$ cat config.mk
export PLATFORM = sky130hd
export DESIGN_NAME = chess_board_renderer
export DESIGN_NICKNAME = d
export VERILOG_FILES = /design/src/rtl/chess_board_renderer.sv
export SDC_FILE = /design/constraint.sdc
export NUM_CORES = 2
export LEC_CHECK = 0
export CELL_PAD_IN_SITES_DETAIL_PLACEMENT = 1
export CELL_PAD_IN_SITES_GLOBAL_PLACEMENT = 1
export CORE_ASPECT_RATIO = 1.4
export CORE_MARGIN = 2
export CORE_UTILIZATION = 40
export DETAILED_ROUTE_END_ITERATION = 6
export PLACE_DENSITY = 0.8
export RECOVER_POWER = 50
export SLEW_MARGIN = 20
export SYNTH_ARGS = -nofsm -noshare
export SYNTH_HDL_FRONTEND = slang
export SYNTH_SLANG_ARGS = --single-unit
export TNS_END_PERCENT = 20
$ cat constraint.sdc
create_clock -name clock -period 23.2 [get_ports clock]
set_input_delay 4.64 -clock clock [delete_from_list [all_inputs] [get_ports clock]]
set_output_delay 4.64 -clock clock [all_outputs]
set_load 0.01 [all_outputs]
$ cat src/rtl/chess_board_renderer.sv
// Raster-scans the LCD panel and emits one RGB565 pixel per handshake beat, painting the chessboard from a
// per-frame snapshot of the layout bus. Square position comes from per-axis sub-counters, so no divider is needed.
module chess_board_renderer #(
    parameter int          LCD_WIDTH     = 240,
    parameter int          LCD_HEIGHT    = 320,
    parameter int          SQUARE_PIXELS = 30,
    parameter int          BOARD_X0      = 0,
    parameter int          BOARD_Y0      = 40,
    parameter int          BORDER        = 2,
    parameter logic [15:0] LIGHT_COLOUR  = 16'hFFDF,
    parameter logic [15:0] DARK_COLOUR   = 16'h8A22,
    parameter logic [15:0] WHITE_PIECE   = 16'hFFFF,
    parameter logic [15:0] BLACK_PIECE   = 16'h0000,
    parameter logic [15:0] CURSOR_COLOUR = 16'h07E0,
    parameter logic [15:0] LOCK_COLOUR   = 16'hF800,
    parameter logic [15:0] TARGET_COLOUR = 16'h001F,
    parameter logic [15:0] BACKGROUND    = 16'h2104
) (
    input  logic         clock,
    input  logic         resetApp,
    input  logic         RenderEnable,
    input  logic [511:0] Layout,
    input  logic         pixelReady,
    output logic [7:0]   xAddr,
    output logic [8:0]   yAddr,
    output logic [15:0]  pixelData,
    output logic         pixelWrite,
    output logic         FrameDone
);

    // state  | meaning
    // IDLE   | no frame in progress, waiting for RenderEnable
    // LATCH  | snapshot Layout, clear counters, load pixel (0,0)
    // STREAM | pixel beats offered to the LCD driver
    // DONE   | one-cycle FrameDone pulse
    typedef enum logic [1:0] {IDLE, LATCH, STREAM, DONE} renderState;

    localparam int              LW         = (SQUARE_PIXELS > 2) ? $clog2(SQUARE_PIXELS) : 1;
    localparam int              BOARD_SPAN = 8 * SQUARE_PIXELS;
    localparam logic [7:0]      X_LAST     = 8'(LCD_WIDTH - 1);
    localparam logic [8:0]      Y_LAST     = 9'(LCD_HEIGHT - 1);
    localparam logic [LW-1:0]   LOCAL_LAST = LW'(SQUARE_PIXELS - 1);

    renderState    state, nextState;
    logic [511:0]  snapshot, colSrc;
    logic [LW-1:0] localX, localY, nextLocalX, nextLocalY, colLocalX, colLocalY;
    logic [2:0]    sqX, sqY, nextSqX, nextSqY, colSqX, colSqY;
    logic [7:0]    nextX, colX;
    logic [8:0]    nextY, colY;
    logic          accept, lastCol, lastPixel, inBoardX, inBoardY;
    logic [15:0]   nextColour;

    function automatic logic [15:0] colourOf(
        input logic [7:0]    px,
        input logic [8:0]    py,
        input logic [LW-1:0] lx,
        input logic [2:0]    sx,
        input logic [LW-1:0] ly,
        input logic [2:0]    sy,
        input logic [511:0]  src
    );
        logic [6:0] sqv;
        logic [2:0] man;
        logic       onBoard, border, piece;
        int         lxi, lyi, inset;
        sqv     = src[{sy, sx, 3'b000} +: 7];
        man     = sqv[2:0];
        lxi     = int'(lx);
        lyi     = int'(ly);
        inset   = 14 - 2 * int'(man);
        onBoard = int'(px) >= BOARD_X0 && int'(px) < BOARD_X0 + BOARD_SPAN &&
                  int'(py) >= BOARD_Y0 && int'(py) < BOARD_Y0 + BOARD_SPAN;
        border  = lxi < BORDER || lyi < BORDER ||
                  lxi >= SQUARE_PIXELS - BORDER || lyi >= SQUARE_PIXELS - BORDER;
        piece   = man != 3'd0 && man != 3'd7 &&
                  lxi >= inset && lxi <= SQUARE_PIXELS - 1 - inset &&
                  lyi >= inset && lyi <= SQUARE_PIXELS - 1 - inset;
        if (!onBoard)
            colourOf = BACKGROUND;
        else if (border && sqv[5])
            colourOf = LOCK_COLOUR;
        else if (border && sqv[6])
            colourOf = TARGET_COLOUR;
        else if (border && sqv[4])
            colourOf = CURSOR_COLOUR;
        else if (piece)
            colourOf = sqv[3] ? WHITE_PIECE : BLACK_PIECE;
        else
            colourOf = (sx[0] ^ sy[0]) ? DARK_COLOUR : LIGHT_COLOUR;
    endfunction

    always_ff @(posedge clock or posedge resetApp) begin
        if (resetApp)
            state <= IDLE;
        else
            state <= nextState;
    end

    always_comb begin
        accept    = pixelWrite & pixelReady;
        lastCol   = xAddr == X_LAST;
        lastPixel = lastCol && yAddr == Y_LAST;
        nextState = state;
        case (state)
            IDLE:    if (RenderEnable) nextState = LATCH;
            LATCH:   nextState = STREAM;
            STREAM:  if (accept && lastPixel) nextState = DONE;
            DONE:    nextState = RenderEnable ? LATCH : IDLE;
            default: nextState = IDLE;
        endcase
    end

    // Sub-counters hold the in-square position of the current pixel; they only move while on the board.
    always_comb begin
        inBoardX   = int'(xAddr) >= BOARD_X0 && int'(xAddr) < BOARD_X0 + BOARD_SPAN;
        inBoardY   = int'(yAddr) >= BOARD_Y0 && int'(yAddr) < BOARD_Y0 + BOARD_SPAN;
        nextX      = xAddr + 8'd1;
        nextY      = yAddr;
        nextLocalX = localX;
        nextSqX    = sqX;
        nextLocalY = localY;
        nextSqY    = sqY;
        if (inBoardX) begin
            if (localX == LOCAL_LAST) begin
                nextLocalX = '0;
                nextSqX    = sqX + 3'd1;
            end else begin
                nextLocalX = localX + LW'(1);
            end
        end
        if (lastCol) begin
            nextX      = '0;
            nextY      = yAddr + 9'd1;
            nextLocalX = '0;
            nextSqX    = '0;
            if (inBoardY) begin
                if (localY == LOCAL_LAST) begin
                    nextLocalY = '0;
                    nextSqY    = sqY + 3'd1;
                end else begin
                    nextLocalY = localY + LW'(1);
                end
            end
        end
    end

    // In LATCH the snapshot is still being loaded, so pixel (0,0) is coloured straight from Layout.
    always_comb begin
        if (state == LATCH) begin
            colX      = '0;
            colY      = '0;
            colLocalX = '0;
            colSqX    = '0;
            colLocalY = '0;
            colSqY    = '0;
            colSrc    = Layout;
        end else begin
            colX      = nextX;
            colY      = nextY;
            colLocalX = nextLocalX;
            colSqX    = nextSqX;
            colLocalY = nextLocalY;
            colSqY    = nextSqY;
            colSrc    = snapshot;
        end
        nextColour = colourOf(colX, colY, colLocalX, colSqX, colLocalY, colSqY, colSrc);
    end

    always_ff @(posedge clock or posedge resetApp) begin
        if (resetApp) begin
            snapshot   <= '0;
            xAddr      <= '0;
            yAddr      <= '0;
            localX     <= '0;
            sqX        <= '0;
            localY     <= '0;
            sqY        <= '0;
            pixelData  <= '0;
            pixelWrite <= 1'b0;
            FrameDone  <= 1'b0;
        end else begin
            case (state)
                LATCH: begin
                    snapshot  <= Layout;
                    xAddr     <= '0;
                    yAddr     <= '0;
                    localX    <= '0;
                    sqX       <= '0;
                    localY    <= '0;
                    sqY       <= '0;
                    pixelData <= nextColour;
                end
                STREAM: begin
                    if (accept && !lastPixel) begin
                        xAddr     <= nextX;
                        yAddr     <= nextY;
                        localX    <= nextLocalX;
                        sqX       <= nextSqX;
                        localY    <= nextLocalY;
                        sqY       <= nextSqY;
                        pixelData <= nextColour;
                    end
                end
                default: ;
            endcase
            pixelWrite <= nextState == STREAM;
            FrameDone  <= nextState == DONE;
        end
    end

endmodule
==> run_results.csv <==
group,metric,value,unit
synthesis,netlist_area,25000,µm²
finish,area_growth_syn_to_layout,29.2,%
worst_setup_path,startpoint_type,"flip-flop",
sta,finalSetupTns,0,ns
finish,fillCellCount,6611,
global_route,grt_overflow,0,
worst_setup_path,crit_slowest_cell,"clkbuf_1",
floorplanning,initial_core_util,40.4,%
sta,hold_violations,0,
power,comb_power_share,14.5,%
clocking,clk_path_buf_depth,3,
synthesis,synth_ff_type,"dfrtp_1",
placement,place_inst,3387,
power,p_int,1.57,mW
clocking,cts_resized,0,
global_route,grt_max_degree,158,
floorplanning,core_area,61900,µm²
worst_setup_path,cp-end-kind,"flip-flop",
synthesis,ys_warn_count,0,
power,power_switching,555,µW
synthesis,synth_edf_count,0,
synthesis,synth.avg_cell_area,11.4,µm²
floorplanning,row_count,108,
worst_setup_path,max_stage_delay,2.69,ns
sta,drv_slew,307,
status,status,"complete, but fails checks",
worst_setup_path,required,23.68,ns
floorplanning,pin_count,551,
power,leakage,13.3,nW
placement,hpwl,66800,µm
power,p_per_area,65.7,nW/µm²
synthesis,ys_types,99,
sta,grt_setup_unrepaired,"no",
clocking,clk_latency,0.61,ns
synthesis,synth_seq_cells,495,
drt,vias,20300,
synthesis,synth_nets,2746,
finish,drive_above_1_share,16.8,%
power,vdd_drop_max,0.0571,mV
power,switching_share,26.1,%
sta,min_period,14.42,ns
drt,first_pass_iters,5,
sta,fmax,0.0694,GHz
power,pwr-share-seq,44.2,%
sta,setup_viol,0,
floorplanning,fp.dieH,300,µm
clocking,ctsHoldBuffers,0,
sta,fin_skew,0.0185,ns
drt,wire_per_inst,27.5,µm
sta,period_share,62.2,%
floorplanning,fp.dieW,215,µm
finish,final_cells,3518,
hold_path,hold_path_class,"flip-flop to flip-flop",
job,cap_violations,4,
clocking,cts_buffers,52,
synthesis,synthArstFlopShare,100,%
global_route,antenna_found_initial,49,
synthesis,yosysSeqAreaShare,49.5,%
global_route,grt_pass1_wl,144000,µm
floorplanning,die_area,64600,µm²
global_route,grt_pass1_vias,22600,
drt,ant_nets,0,
worst_setup_path,path_class,"flip-flop to flip-flop",
worst_setup_path,path_common_cell,"clkbuf_1",
clocking,ctsHtreeMaxLevel,2,
sta,max-slew-margin-rel,-269,%
status,violations,"capacitance limit, slew limit",
placement,numPortBuffers,486,
placement,place_congestion,0.860,
power,pwr-share-clk,41.3,%
synthesis,synthTopCellsByArea,"dfrtp_1, mux2_2, nor2_1",
synthesis,syn_inst,2205,
synthesis,synth_top_area_share,49.5,%
clocking,cts_root_buffer,"clkbuf_16",
drt,route.detailed.drc,0,
clocking,postCtsSetupBuffers,0,
sta,worst_pin_slew,5.51,ns
drt,routed_via_density,5.76,
drt,routed_wl,96800,µm
global_route,grt_use_total,29.5,%
clocking,cts_tree,"done",
clocking,cts.sinks,495,
worst_setup_path,worstPathArrival,14.90,ns
clocking,path_clk_slew,0.06,ns
drt,drt_iter0_markers,1356,
synthesis,yosysTopAreaCell,"dfrtp_1",
finish,nets,3157,
worst_setup_path,worst-path-max-fanout,71,
[final cells by class]
| cell class | count | area [µm²] | share of cell area [%] |
|---|---|---|---|
| Antenna cell | 38 | 95.1 | 0.294 |
| Clock buffer | 77 | 1530 | 4.72 |
| Clock inverter | 16 | 229 | 0.708 |
| Inverter | 34 | 129 | 0.398 |
| Multi-Input combinational cell | 1506 | 11800 | 36.4 |
| Sequential cell | 495 | 12400 | 38.3 |
| Tap cell | 825 | 1030 | 3.19 |
| Timing Repair Buffer | 527 | 5180 | 16.0 |
[Yosys cell counts, types with 5 or more instances]
cell type  count
a211o_1       16
a211oi_1      22
a21boi_0       5
a21o_1        16
a21oi_1       59
a21oi_2        5
a221oi_1       8
a22o_1         5
a22oi_1        7
a31oi_1       11
and2_1         8
and3_1        12
buf_1         10
buf_2         89
buf_4         16
buf_6          6
clkbuf_1      49
dfrtp_1      495
ha_1          25
inv_1         34
mux2_2       434
mux2i_1       56
mux4_2         5
nand2_1      156
nand2b_1       8
nand3_1       53
nand4_1        9
nor2_1       159
nor2b_1        8
nor3_1        73
o211ai_1      45
o21a_1         6
o21ai_0       83
o21ai_2        5
o221ai_1      19
o22ai_1       12
o311ai_0      11
o31ai_1       14
or3_1         26
xnor2_1        6
xor2_1         9
[routing by layer]
layer | routed length [µm] | up-vias | part of all wire (%) | track usage [%]
li1 | - | 8885 | - | -
met1 | 37800 | 10500 | 39 | 34.7
met2 | 49500 | 646 | 51 | 51.6
met3 | 4960 | 214 | 5.1 | 5.43
met4 | 4420 | 22 | 4.6 | 14.9
met5 | 126 | - | 0.13 | 0
[cells in the final DEF (no fill, tap or decap), types with 7 or more instances in the layout]
| cell type | n |
|---|---|
| a211o_1 | 16 |
| a211oi_1 | 22 |
| a21o_1 | 14 |
| a21oi_1 | 57 |
| a221oi_1 | 8 |
| a22oi_1 | 7 |
| a31oi_1 | 11 |
| and2_1 | 8 |
| and3_1 | 12 |
| buf_4 | 36 |
| clkbuf_1 | 17 |
| clkbuf_16 | 54 |
| clkbuf_8 | 9 |
| clkdlybuf4s50_1 | 239 |
| dfrtp_1 | 495 |
| diode_2 | 38 |
| dlygate4sd3_1 | 247 |
| ha_1 | 24 |
| inv_1 | 32 |
| mux2_1 | 167 |
| mux2_2 | 268 |
| mux2i_1 | 56 |
| nand2_1 | 156 |
| nand2b_1 | 8 |
| nand3_1 | 53 |
| nand4_1 | 9 |
| nor2_1 | 155 |
| nor2b_1 | 8 |
| nor3_1 | 73 |
| o211ai_1 | 45 |
| o21ai_0 | 83 |
| o221ai_1 | 19 |
| o22ai_1 | 12 |
| o311ai_0 | 11 |
| o31ai_1 | 14 |
| or3_1 | 26 |
| xor2_1 | 9 |
[worst paths after layout]
check | startpoint | to | slack, ns | cells past startpoint
min in group asynchronous | resetApp | snapshot[21]$_DFF_PP0_ | 6.20 | 2
worst max register to register | state[1]$_DFF_PP0_ | pixelData[11]$_DFFE_PP0P_ | 8.78 | 26
worst min register to register | snapshot[266]$_DFF_PP0_ | snapshot[266]$_DFF_PP0_ | 0.47 | 2
worst max-delay path | state[1]$_DFF_PP0_ | pixelData[11]$_DFFE_PP0P_ | 8.78 | 26
worst min-delay path | snapshot[266]$_DFF_PP0_ | snapshot[266]$_DFF_PP0_ | 0.47 | 2
max in group asynchronous | resetApp | snapshot[352]$_DFF_PP0_ | 13.61 | 4
[logic make-up (layout without fill, tap and decap cells)]
kind of cell    count (synthesis)  in the layout  share of synthesized area (%)
mux                           496            496                           22.3
other cells                     0             38                              0
xor+xnor                       15             15                          0.525
buf+inv                       204            654                           3.92
compound gates                421            421                           12.3
flops                         495            495                           49.5
simple gates                  547            547                           10.2
fa+ha+maj                      27             27                           1.33
[state kept, by name, indices dropped and copies added (netlist names), 2 cells and up]
| register | count |
|---|---|
| yAddr | 9 |
| snapshot | 448 |
| localX | 5 |
| localY | 5 |
| state | 2 |
| sqX | 3 |
| pixelData | 10 |
| xAddr | 8 |
| sqY | 3 |
[worst max-delay path: cells and delay by family (launching register included)]
| family | cells | cell delay [ns] |
|---|---|---|
| compound gates | 8 | 2.48 |
| buf+inv | 6 | 8.46 |
| fa+ha+maj | 3 | 1.26 |
| flops | 1 | 0.40 |
| mux | 2 | 0.55 |
| simple gates | 7 | 1.04 |
[power by group through the flow]
| stage | Clock (mW) | Sequential [mW] | Combinational [mW] |
|---|---|---|---|
| after global placement | 0 | 0.949 | 0.307 |
| after global routing | 0.928 | 0.944 | 0.333 |
| after detailed placement | 0 | 0.954 | 0.317 |
| after CTS | 0.894 | 0.939 | 0.321 |
| final | 0.878 | 0.939 | 0.308 |
| after floorplan | 0 | 0.946 | 0.168 |
[through the flow]
stage	utilization, %	setup slack (ns)	hold WS (ns)	power [mW]	area, µm²
after floorplan	-	4.74	0.430	1.11	25000
after global placement	49.3	13.21	0.451	1.26	30500
after detailed placement	49.3	12.96	0.458	1.27	30500
after CTS	52.1	13.58	0.473	2.15	32300
after global routing	52.2	7.50	0.495	2.21	32300
final	52.3	8.78	0.473	2.13	32400
(Power assumes the default switching activity.)
